$ cat src/rtl/commit_unit_pkg.sv
// Shared types for the retirement stage: ROB entry layout, instruction type codes
// and the commit FSM state encoding.
package commit_unit_pkg;

    localparam int ROB_TAG_W = 4;
    localparam int REG_W     = 5;
    localparam int DATA_W    = 32;

    localparam logic [1:0] ITYPE_BRANCH = 2'b00;
    localparam logic [1:0] ITYPE_STORE  = 2'b01;
    localparam logic [1:0] ITYPE_LOAD   = 2'b10;
    localparam logic [1:0] ITYPE_ALU    = 2'b11;

    typedef logic [1:0] commit_state_t;
    localparam commit_state_t RUN        = 2'd0;
    localparam commit_state_t STORE_WAIT = 2'd1;
    localparam commit_state_t FLUSH      = 2'd2;

    // For branches, value carries the recovery PC captured at dispatch.
    typedef struct packed {
        logic [1:0]           itype;
        logic [ROB_TAG_W-1:0] ROB_number;
        logic [REG_W-1:0]     dest_reg;
        logic [DATA_W-1:0]    value;
        logic                 branch_result;
    } ROB_entry_t;

endpackage

$ cat src/rtl/commit_unit.sv
// In-order retirement at the ROB head: register writes, store release handshake,
// and one-cycle flush with redirect on a mispredicted branch.
module commit_unit
    import commit_unit_pkg::*;
(
    input  logic        clk,
    input  logic        reset,
    input  ROB_entry_t  head,
    input  logic        head_ready,
    input  logic        empty,
    input  logic        ROB_head_store,
    input  logic        sq_commit_ready,
    output logic        rd_en,
    output logic        rf_we,
    output logic [4:0]  rf_waddr,
    output logic [31:0] rf_wdata,
    output logic [3:0]  rf_wrob,
    output logic        sq_commit_valid,
    output logic [3:0]  sq_commit_rob,
    output logic        flush,
    output logic [31:0] redirect_pc,
    output logic [31:0] retired_count
);

    commit_state_t state_reg, state_next;
    logic [31:0]   redirect_reg, redirect_next;
    logic [31:0]   count_reg;
    logic [3:0]    store_tag_reg, store_tag_next;
    logic          head_commit;

    assign head_commit = !empty && head_ready;

    always_comb begin
        state_next      = state_reg;
        redirect_next   = redirect_reg;
        store_tag_next  = store_tag_reg;
        rd_en           = 1'b0;
        rf_we           = 1'b0;
        rf_waddr        = '0;
        rf_wdata        = '0;
        rf_wrob         = '0;
        sq_commit_valid = 1'b0;
        sq_commit_rob   = '0;
        flush           = 1'b0;

        // Everything below is suppressed while reset is held so no strobe escapes.
        if (!reset) begin
            rf_waddr      = head.dest_reg;
            rf_wdata      = head.value;
            rf_wrob       = head.ROB_number;
            sq_commit_rob = head.ROB_number;

            case (state_reg)
                RUN: begin
                    if (head_commit) begin
                        if (head.itype[1]) begin
                            rd_en = 1'b1;
                            rf_we = (head.dest_reg != '0);
                        end else if (ROB_head_store) begin
                            sq_commit_valid = 1'b1;
                            store_tag_next  = head.ROB_number;
                            if (sq_commit_ready) begin
                                rd_en = 1'b1;
                            end else begin
                                state_next = STORE_WAIT;
                            end
                        end else if (head.itype == ITYPE_BRANCH) begin
                            rd_en = 1'b1;
                            if (head.branch_result) begin
                                redirect_next = head.value;
                                state_next    = FLUSH;
                            end
                        end
                    end
                end
                STORE_WAIT: begin
                    // The head is already known complete; only the queue gates retirement.
                    sq_commit_valid = 1'b1;
                    sq_commit_rob   = store_tag_reg;
                    if (sq_commit_ready) begin
                        rd_en      = 1'b1;
                        state_next = RUN;
                    end
                end
                FLUSH: begin
                    flush      = 1'b1;
                    state_next = RUN;
                end
                default: begin
                    state_next = RUN;
                end
            endcase
        end
    end

    assign redirect_pc   = reset ? 32'd0 : redirect_reg;
    assign retired_count = reset ? 32'd0 : count_reg;

    always_ff @(posedge clk) begin
        if (reset) begin
            state_reg     <= RUN;
            redirect_reg  <= '0;
            store_tag_reg <= '0;
            count_reg     <= '0;
        end else begin
            state_reg     <= state_next;
            redirect_reg  <= redirect_next;
            store_tag_reg <= store_tag_next;
            if (rd_en) begin
                count_reg <= count_reg + 32'd1;
            end
        end
    end

endmodule

$ cat config.mk
export PLATFORM = sky130hd
export DESIGN_NAME = commit_unit
export DESIGN_NICKNAME = d
export VERILOG_FILES = /design/src/rtl/commit_unit_pkg.sv /design/src/rtl/commit_unit.sv
export SDC_FILE = /design/constraint.sdc
export NUM_CORES = 1
export LEC_CHECK = 0
export BUFFER_PORTS_ARGS = -buffer_cell sky130_fd_sc_hd__buf_2
export CORE_MARGIN = 5
export CORE_UTILIZATION = 40
export CTS_CLUSTER_SIZE = 10
export DETAILED_ROUTE_END_ITERATION = 10
export PLACE_DENSITY = 0.67
export SLEW_MARGIN = 10
export SYNTH_ARGS = -nofsm -noshare
export SYNTH_HDL_FRONTEND = slang
export SYNTH_SLANG_ARGS = --single-unit
$ cat constraint.sdc
create_clock -name clk -period 4.8 [get_ports clk]
set_input_delay 0.24 -clock clk [delete_from_list [all_inputs] [get_ports clk]]
set_output_delay 0.24 -clock clk [all_outputs]
set_load 0.05 [all_outputs]
# Word-level counts from Yosys, hierarchy flattened
# Index checks and enable logic that the tools add are counted.
[op_classes]
add_sub_neg = 1
n_mux = 33
n_reduce_logical = 8
eq_ne = 8
n_bitwise = 2
[op_table]
columns = ["cell", "n"]
rows = [
  ["32-bit two-way mux", 3],
  ["32-bit by 1-bit adder with 32-bit output, second input constant", 1],
  ["1-bit two-way mux", 16],
  ["2-bit two-way mux", 7],
  ["4-bit two-way mux", 3],
  ["6-bit AND reduction", 2],
  ["3-bit inequality test, second input constant", 3],
  ["2-bit inequality test, second input constant", 3],
  ["5-bit two-way mux", 1],
  ["5-bit nonzero test", 1],
  ["2-bit logical NOT", 2],
  ["1-bit one-hot mux with 2 select lines", 2],
  ["2-bit one-hot mux with 2 select lines", 1],
  ["4-bit AND reduction", 1],
  ["2-bit by 1-bit equality test with 1-bit output, second input constant", 1],
  ["2-bit equality test, second input constant", 1],
  ["1-bit NOT", 2],
  ["1-bit logical AND", 1],
  ["1-bit logical NOT", 1],
]
[totals]
output_inout_bits = 113
input_bits = 50
regBits = 70

# Depth between registers and ports, before layout
# Gate-level depths: netlist of run 1.
[logic_depth]
depth_word = 7
mapped_depth = 8
mapped_depth_nobuf = 6

# Worst setup path after synthesis of run 1
# No wires, ideal clock.
[synth_path]
path_kind = "register -> output"
start = "register state_reg[0]"
end = "output rf_we"
t_arrival_ps = 2510
stages_incl_launch_ff = 3
n_path_buf = 0
path_slack_ps = 2050
path_cell_list = "dfxtp_1 -> or4b_4 -> nor4b_1"
[synth_between]
elab_chain_len = 3
[synth_rtl]
columns = ["item", "line_no", "text"]
rows = [
  ["start, declared", "commit_unit.sv:25", "commit_state_t state_reg, state_next;"],
  ["start signal, assigned", "commit_unit.sv:106", "state_reg <= state_next;"],
  ["2-bit logical NOT", "commit_unit.sv:53", "case (state_reg)"],
  ["1-bit two-way mux", "commit_unit.sv:53", ""],
  ["1-bit two-way mux", "commit_unit.sv:47", "if (!reset) begin"],
  ["end, declared", "commit_unit.sv:14", "output logic rf_we,"],
]
# No other way between the ends.

# Worst setup path after layout of run 1
[layout_path]
start = "register state_reg[1]"
end = "register redirect_reg[1]"
[layout_between]
elab_chain_len = 2
[layout_rtl]
columns = ["item", "line_no", "text"]
rows = [
  ["2-bit logical NOT", "commit_unit.sv:53", ""],
  ["6-bit AND reduction (no source line)", "--", ""],
  ["end signal, assigned", "commit_unit.sv:107", "redirect_reg <= redirect_next;"],
  ["end, declared", "commit_unit.sv:26", "logic [31:0] redirect_reg, redirect_next;"],
]
# No other way between the ends.
# A chain may end at the register's enable or synchronous reset.

==> impl_metrics.env, run 1 <==
export IMPL_synth_area_mux_share=0.05244
export IMPL_dpl_cell_count=738
export IMPL_path_delay_family="simple AND/OR/NAND/NOR gates"
export IMPL_syn_inst=495
export IMPL_hold_class="in2reg"
export IMPL_cell_internal_pwr_w=0.0009972
export IMPL_coreArea_um2=9196
export IMPL_synth_seq_cells=70
export IMPL_critical_path_class="reg2reg"
export IMPL_period_needed_ns=2.803
export IMPL_max_slew_margin=0.2022
export IMPL_drive_gt1_frac=0.3173
export IMPL_dp_final_hpwl_mm=7.829
export IMPL_final_setup_viol_count=0
export IMPL_start_util=0.4099
export IMPL_synthDistinctLibCells=48
export IMPL_min_to="state_reg[0]$_SDFFE_PP0P_"
export IMPL_async_reset_ff_frac=0
export IMPL_reg2reg_depth=5
export IMPL_gp_congestion=0.8057
export IMPL_r2r_end="redirect_reg[1]$_SDFFE_PP0P_"
export IMPL_synthToLayoutAreaGrowth_pct=28.64
export IMPL_p_clk_frac=0.430
export IMPL_routedWlPerCell_um=13.88
export IMPL_h_tree_depth=3
export IMPL_path_depth=5
export IMPL_synth_compound_area_share=0.1022
export IMPL_io_pin_count=163
export IMPL_grt_total_usage=0.1809
export IMPL_final_cells=754
export IMPL_synth_fp_nets=546
export IMPL_critPathMaxStageDelay_ns=0.90
export IMPL_ctsHoldBuffers=0
export IMPL_path_max_fanout=33
export IMPL_antenna_found_initial=0
export IMPL_syn_area_um2=3770
export IMPL_yosys_area_share_simple=0.4049
export IMPL_ys_warn_count=0
export IMPL_numPortBuffers=162
export IMPL_whs_path_depth=2
export IMPL_rsz0062_at_grt="false"
export IMPL_cts_tree="done"
export IMPL_tightest_slew_ns=1.193
export IMPL_clk_pin_slew_worst_paths_ns=0.08
export IMPL_clock_sinks=70
export IMPL_required_ns=4.99
export IMPL_slew_violations=0
export IMPL_worstHoldStart="sq_commit_ready"
export IMPL_synth_yosys_seq_area_share=0.3717
export IMPL_synth_fa_ha_area_frac=0.003319
export IMPL_die_w_um=107.1
export IMPL_cp_cell_sequence="or4b_4 > nor2_1 > nand3_1 > nand2_1 > a21oi_1"
export IMPL_ys_flop_type="dfxtp_1"
export IMPL_tns_ns=0
export IMPL_drt_iter0_markers=161
export IMPL_p_comb_frac=0.142
export IMPL_grt_pass1_vias=3719
export IMPL_fin_crit_sh=0.5840
export IMPL_root_buffer="clkbuf_8"
export IMPL_worstSetupEndpointType="flip-flop"
export IMPL_pwr_share_seq=0.429
export IMPL_vdd_drop_max_v=0.0001401
export IMPL_grt_first_pass_wirelength_mm=16.99
export IMPL_final_nets=689
export IMPL_timing_fmax_mhz=356.7
export IMPL_path_buf_inv=0
export IMPL_p_switching_w=0.0003746
export IMPL_grt_max_degree=103
export IMPL_synth_top_family_by_area="simple AND/OR/NAND/NOR gates"
export IMPL_p_leak_nw=2.132
export IMPL_clk_latency_ns=0.34
export IMPL_cts_max_path_buffers=2
export IMPL_hold_viol=0
export IMPL_die_area_um2=11470
export IMPL_synth_edf_count=0
export IMPL_pwr_density_cell_nw_per_um2=282.9
export IMPL_vias=3795
export IMPL_outcome="finished clean"
export IMPL_cts_resized=0
export IMPL_wl_mm=10.47
export IMPL_placementRows=35
export IMPL_r2r_start="state_reg[1]$_SDFFE_PP0P_"
export IMPL_p_sw_frac=0.2731
export IMPL_cp_start_kind="flip-flop"
export IMPL_ff2ff_setup_slack_ns=2.00
export IMPL_drcViolationCount=0
export IMPL_cpMaxStageDelayCell="nand3_1"
export IMPL_finalClockSkew_ns=0.01147
export IMPL_diodes=0
export IMPL_grt_remaining_overflow=0
export IMPL_dr_pass1_iters=4
export IMPL_synthXorXnorAreaFrac=0.01859
export IMPL_startpoint="state_reg[1]$_SDFFE_PP0P_"
export IMPL_syn_area_per_cell_um2=7.616
export IMPL_cp_arrival_ns=2.99
export IMPL_die_h_um=107.1
export IMPL_drv_cap=0
export IMPL_vias_per_cell=5.033
export IMPL_final_antenna_net_count=0
export IMPL_numCtsBuffers=9
export IMPL_postCtsSetupRepairBufs=0
area by class of cell:
| cell class | count | area (µm²) |
|---|---|---|
| fill | 918 | 4347 |
| multi-input combinational | 381 | 2192 |
| sequential | 70 | 1401 |
| timing repair buffer | 163 | 820.8 |
| clock buffer | 11 | 141.4 |
| tap | 111 | 138.9 |
| clock inverter | 5 | 106.4 |
| inverter | 13 | 48.80 |
cell families after synthesis:
| kind of cell | Yosys count |
|---|---|
| xor+xnor | 8 |
| simple gates | 290 |
| compound gates | 64 |
| flops | 70 |
| fa+ha+maj | 1 |
| mux | 18 |
| buf+inv | 44 |
worst max path at each step:
stage                                     to  slack (ns)
3_3_place_gp    redirect_reg[2]$_SDFFE_PP0P_        2.03
6_report        redirect_reg[1]$_SDFFE_PP0P_        2.00
2_1_floorplan                          rf_we        2.05
5_1_grt        redirect_reg[30]$_SDFFE_PP0P_        1.74
4_1_cts         redirect_reg[0]$_SDFFE_PP0P_        1.97
3_5_place_dp    redirect_reg[0]$_SDFFE_PP0P_        1.99
worst register-to-register path, cell delays in order, from the launching register on:
cell and delay, ns:
dfxtp_1 0.42, or4b_4 0.59, nor2_1 0.33, nand3_1 0.90, nand2_1 0.32, a21oi_1 0.09
layer usage:
layer / vias up / routed length (µm) / GRT usage
li1: 1947 / - / -
met3: 13 / 877 / 0.05659
met1: 1705 / 4440 / 0.2181
met5: - / 0 / 0
met2: 130 / 4972 / 0.3003
met4: 0 / 177 / 0.06849
layout by cell type (no fill, tap or decap), types with 3 or more instances in the layout:
master	synthesis	routed
xnor2_1	8	8
nor2_1	47	47
buf_2	3	161
mux2i_1	4	4
nand4_1	12	12
dfxtp_1	70	70
a21oi_1	44	44
o21ai_0	4	4
bufinv_16	0	3
nor2b_1	95	95
or2_2	4	4
mux2_1	3	3
nor4_1	8	8
clkbuf_8	0	10
or4_1	4	4
nor3_1	7	7
and3_1	5	5
mux2_2	11	11
nand2_1	77	77
nand3_1	14	14
inv_1	12	12
synth_stat cells (all sizes together), types with 3 or more instances:
cell type	number	area share
nor2b	95	0.16
nand2	77	0.077
dfxtp	70	0.37
nor2	47	0.047
a21oi	44	0.058
clkbuf	24	0.024
mux2	14	0.042
nand3	14	0.019
inv	13	0.013
nand4	12	0.020
nor4	8	0.013
xnor2	8	0.019
buf	7	0.010
nor3	7	0.0093
or4	6	0.014
and3	5	0.0083
mux2i	4	0.011
o21ai	4	0.0053
or2	4	0.0066
a2111oi	3	0.0086
o21ba	3	0.0080
or3	3	0.0063
metrics by stage:
step / total power, W / setup WS [ns] / area [µm²] / hold WS (ns) / utilization
floorplan: 0.0007406 / 2.050 / 3770 / 0.3168 / -
finish: 0.001372 / 1.997 / 4850 / 0.1112 / 0.5273
detailed placement: 0.0007965 / 1.993 / 4602 / 0.4252 / 0.5004
global route: 0.001425 / 1.737 / 4850 / 0.1056 / 0.5273
CTS: 0.001389 / 1.968 / 4850 / 0.09504 / 0.5273
global placement: 0.0007952 / 2.032 / 4602 / 0.4226 / 0.5004
power by group through the flow:
stage	logic, W	clock network (W)	registers (W)
2_1_floorplan	0.000140	0	0.000601
3_3_place_gp	0.000194	0	0.000602
3_5_place_dp	0.000195	0	0.000602
4_1_cts	0.000196	0.000605	0.000588
5_1_grt	0.000208	0.000628	0.000589
6_report	0.000194	0.000589	0.000588
(Power assumes the default switching activity.)
==> run 2, diff against run 1 <==
--- a/config.mk
+++ b/config.mk
@@ -5,12 +5,13 @@
 export SDC_FILE = /design/constraint.sdc
 export NUM_CORES = 1
 export LEC_CHECK = 0
+export ABC_AREA = 1
 export BUFFER_PORTS_ARGS = -buffer_cell sky130_fd_sc_hd__buf_2
 export CORE_MARGIN = 5
 export CORE_UTILIZATION = 40
 export CTS_CLUSTER_SIZE = 10
 export DETAILED_ROUTE_END_ITERATION = 10
-export PLACE_DENSITY = 0.67
+export PLACE_DENSITY = 0.68
 export SLEW_MARGIN = 10
 export SYNTH_ARGS = -nofsm -noshare
 export SYNTH_HDL_FRONTEND = slang
==> constraint.sdc (replaced) <==
create_clock -name clk -period 2.55 [get_ports clk]
set_input_delay 0.1275 -clock clk [delete_from_list [all_inputs] [get_ports clk]]
set_output_delay 0.1275 -clock clk [all_outputs]
set_load 0.05 [all_outputs]
==> run 2 against run 1 <==
Register-to-register slack worse by 1.1 ns. Synthesized cell count is 50% higher. Routed wire length up 16%. Flip-flop and latch count did not move. Clock power is 54% higher.
==> impl_metrics.env, run 2 <==
export IMPL_outcome="finished clean"
export IMPL_placementRows=37
export IMPL_h_tree_depth=3
export IMPL_io_pin_count=163
export IMPL_final_util=0.5144
export IMPL_p_comb_frac=0.159
export IMPL_yosysMostFrequentCell="nand2_1"
export IMPL_rsz0062_at_grt="false"
export IMPL_vias=4722
export IMPL_worstSetupEndpointType="primary output"
export IMPL_grt_max_degree=130
export IMPL_r2r_end="count_reg[22]$_SDFFE_PP0P_"
export IMPL_required_ns=2.42
export IMPL_vias_per_cell=4.584
export IMPL_start_util=0.4106
export IMPL_ys_top_cells_by_area="dfxtp_1, nand2_1, nor2_1"
export IMPL_dr_pass1_iters=5
export IMPL_synth_seq_cells=70
export IMPL_vdd_drop_max_v=0.0002834
export IMPL_critical_path_class="reg2out"
export IMPL_critPathMaxStageDelay_ns=0.38
export IMPL_coreArea_um2=10370
export IMPL_p_sw_frac=0.3135
export IMPL_clock_sinks=70
export IMPL_synthDistinctLibCells=29
export IMPL_grt_pass1_vias=4500
export IMPL_dp_final_hpwl_mm=9.023
export IMPL_timing_fmax_mhz=519.9
export IMPL_gp_congestion=0.8748
export IMPL_synth_yosys_seq_area_share=0.3291
export IMPL_drive_gt1_frac=0.2360
export IMPL_r2r_start="state_reg[0]$_SDFFE_PP0P_"
export IMPL_cp_cell_sequence="inv_2 > nor2_2 > nand2_1 > a21oi_2 > buf_4 > buf_2"
export IMPL_die_w_um=113.2
export IMPL_power_total_w=0.002394
export IMPL_ys_warn_count=0
export IMPL_pwr_density_cell_nw_per_um2=448.9
export IMPL_drcViolationCount=0
export IMPL_final_setup_viol_count=0
export IMPL_p_clk_frac=0.380
export IMPL_synth_edf_count=0
export IMPL_routedWlPerCell_um=11.75
export IMPL_numPortBuffers=162
export IMPL_cp_start_kind="flip-flop"
export IMPL_pwr_share_seq=0.461
export IMPL_syn_area_per_cell_um2=5.738
export IMPL_final_common_cell="nand2_1"
export IMPL_reg2reg_depth=10
export IMPL_ff2ff_setup_slack_ns=0.89
export IMPL_synth_fp_nets=793
export IMPL_highest_layer="met4"
export IMPL_p_switching_w=0.0007507
export IMPL_synth_top_area_cell="dfxtp_1"
export IMPL_antenna_found_initial=0
export IMPL_min_to="redirect_reg[12]$_SDFFE_PP0P_"
export IMPL_tightest_slew_ns=0.5380
export IMPL_ys_flop_type="dfxtp_1"
export IMPL_wl_met1_mm=5.325
export IMPL_synthToLayoutAreaGrowth_pct=25.27
export IMPL_final_cell_mix="nand2_1, nor2_1, buf_2, inv_1, dfxtp_1"
export IMPL_die_area_um2=12810
export IMPL_wl_mm=12.10
export IMPL_numCtsBuffers=9
export IMPL_route_met2_wl_mm=5.788
export IMPL_drv_cap=0
export IMPL_finalClockSkew_ns=0.01252
export IMPL_final_antenna_net_count=0
export IMPL_worstHoldStart="head[13]"
export IMPL_grt_first_pass_wirelength_mm=20.18
export IMPL_drt_iter0_markers=283
export IMPL_ctsHoldBuffers=0
export IMPL_clk_pin_slew_worst_paths_ns=0.08
export IMPL_slew_violations=0
export IMPL_cp_arrival_ns=1.80
export IMPL_diodes=0
export IMPL_synth_top_area_share=0.3291
export IMPL_postCtsSetupRepairBufs=0
export IMPL_whs_path_depth=3
export IMPL_final_nets=940
export IMPL_syn_area_um2=4258
export IMPL_wl_met3_um=888
export IMPL_cell_internal_pwr_w=0.001643
export IMPL_cts_tree="done"
export IMPL_async_reset_ff_frac=0
export IMPL_period_needed_ns=1.923
export IMPL_cts_max_path_buffers=2
export IMPL_grt_remaining_overflow=0
export IMPL_hold_class="in2reg"
export IMPL_hold_viol=0
export IMPL_p_leak_nw=2.469
export IMPL_grt_total_usage=0.1882
export IMPL_cpMaxStageDelayCell="dfxtp_1"
export IMPL_root_buffer="clkbuf_8"
export IMPL_max_slew_margin=0.6413
export IMPL_syn_inst=742
export IMPL_synth_commonest_cells="nand2_1, nor2_1, inv_1, dfxtp_1, a21oi_1"
export IMPL_tns_ns=0
export IMPL_die_h_um=113.2
export IMPL_clk_latency_ns=0.35
export IMPL_cts_resized=0
export IMPL_fin_crit_sh=0.7543
export IMPL_path_max_fanout=30
## run 2: changes by cell type in the layout (fill, tap and decap cells not counted), sizes merged, moves of 8 or more
cell / change
nand2: +131
nor2: +138
nand3: +10
a21oi: +18
mux2: -14
o21ai: +10
inv: +114
xnor2: -8
nor2b: -95
## run 2: worst max-delay path by stage
stage          depth (start not counted)                       from                    endpoint  slack, ns
3_3_place_gp                          10  state_reg[0]$_SDFFE_PP0P_  count_reg[18]$_SDFFE_PP0P_       0.95
6_report                               6  state_reg[0]$_SDFFE_PP0P_                       rd_en       0.63
5_1_grt                                7  state_reg[0]$_SDFFE_PP0P_                       rd_en       0.49
4_1_cts                                7  state_reg[0]$_SDFFE_PP0P_                       rd_en       0.61
2_1_floorplan                          4  state_reg[0]$_SDFFE_PP0P_            sq_commit_rob[0]       0.94
3_5_place_dp                          10  state_reg[0]$_SDFFE_PP0P_  count_reg[22]$_SDFFE_PP0P_       0.91
## run 2: final cells by class
class / count / area, µm²
Fill cell: 1207 / 5036
Clock inverter: 7 / 72.57
Multi-Input combinational cell: 515 / 2233
Timing Repair Buffer: 166 / 855.8
Inverter: 127 / 476.7
Clock buffer: 9 / 123.9
Tap cell: 136 / 170.2
Sequential cell: 70 / 1401
## run 2: routing by layer
layer,vias to the layer above,GRT usage
met1,2074,0.2368
met3,9,0.05134
met2,122,0.3215
li1,2517,-
met4,0,0.04247
met5,-,0
## run 2: power groups by stage
stage	clock (W)	sequential [W]	combinational [W]
floorplan	0	0.00113	0.000273
global placement	0	0.00113	0.000384
detailed placement	0	0.00113	0.000384
CTS	0.000934	0.00110	0.000385
global route	0.000975	0.00111	0.000415
finish	0.000909	0.00110	0.000381
## run 2: per-stage QoR
step                instance area [µm²]  instances  worst slack (ns)  hold slack [ns]
global placement                   5137       1014            0.9478           0.3908
CTS                                5334       1030            0.6133          0.01409
floorplan                          4258        742            0.9375           0.2704
global route                       5334       1030            0.4865          0.02563
finish                             5334       1030            0.6265          0.02502
detailed placement                 5137       1014            0.9058           0.3937
## run 2: logic make-up (layout without fill, tap and decap cells)
family / count (synthesis) / in the layout / share of synthesized area
simple gates: 430 / 430 / 0.4173
buf+inv: 157 / 309 / 0.1463
compound gates: 81 / 81 / 0.09815
flops: 70 / 70 / 0.3291
xor+xnor: 3 / 3 / 0.006172
fa+ha+maj: 1 / 1 / 0.002938
## run 2: critical path, delay by kind of cell (launching register included)
| kind | cells | cell delay (ns) |
|---|---|---|
| AO/OA/AOI/OAI | 1 | 0.14 |
| buffers and inverters | 3 | 0.71 |
| AND/OR/NAND/NOR | 2 | 0.21 |
| flip-flops | 1 | 0.38 |
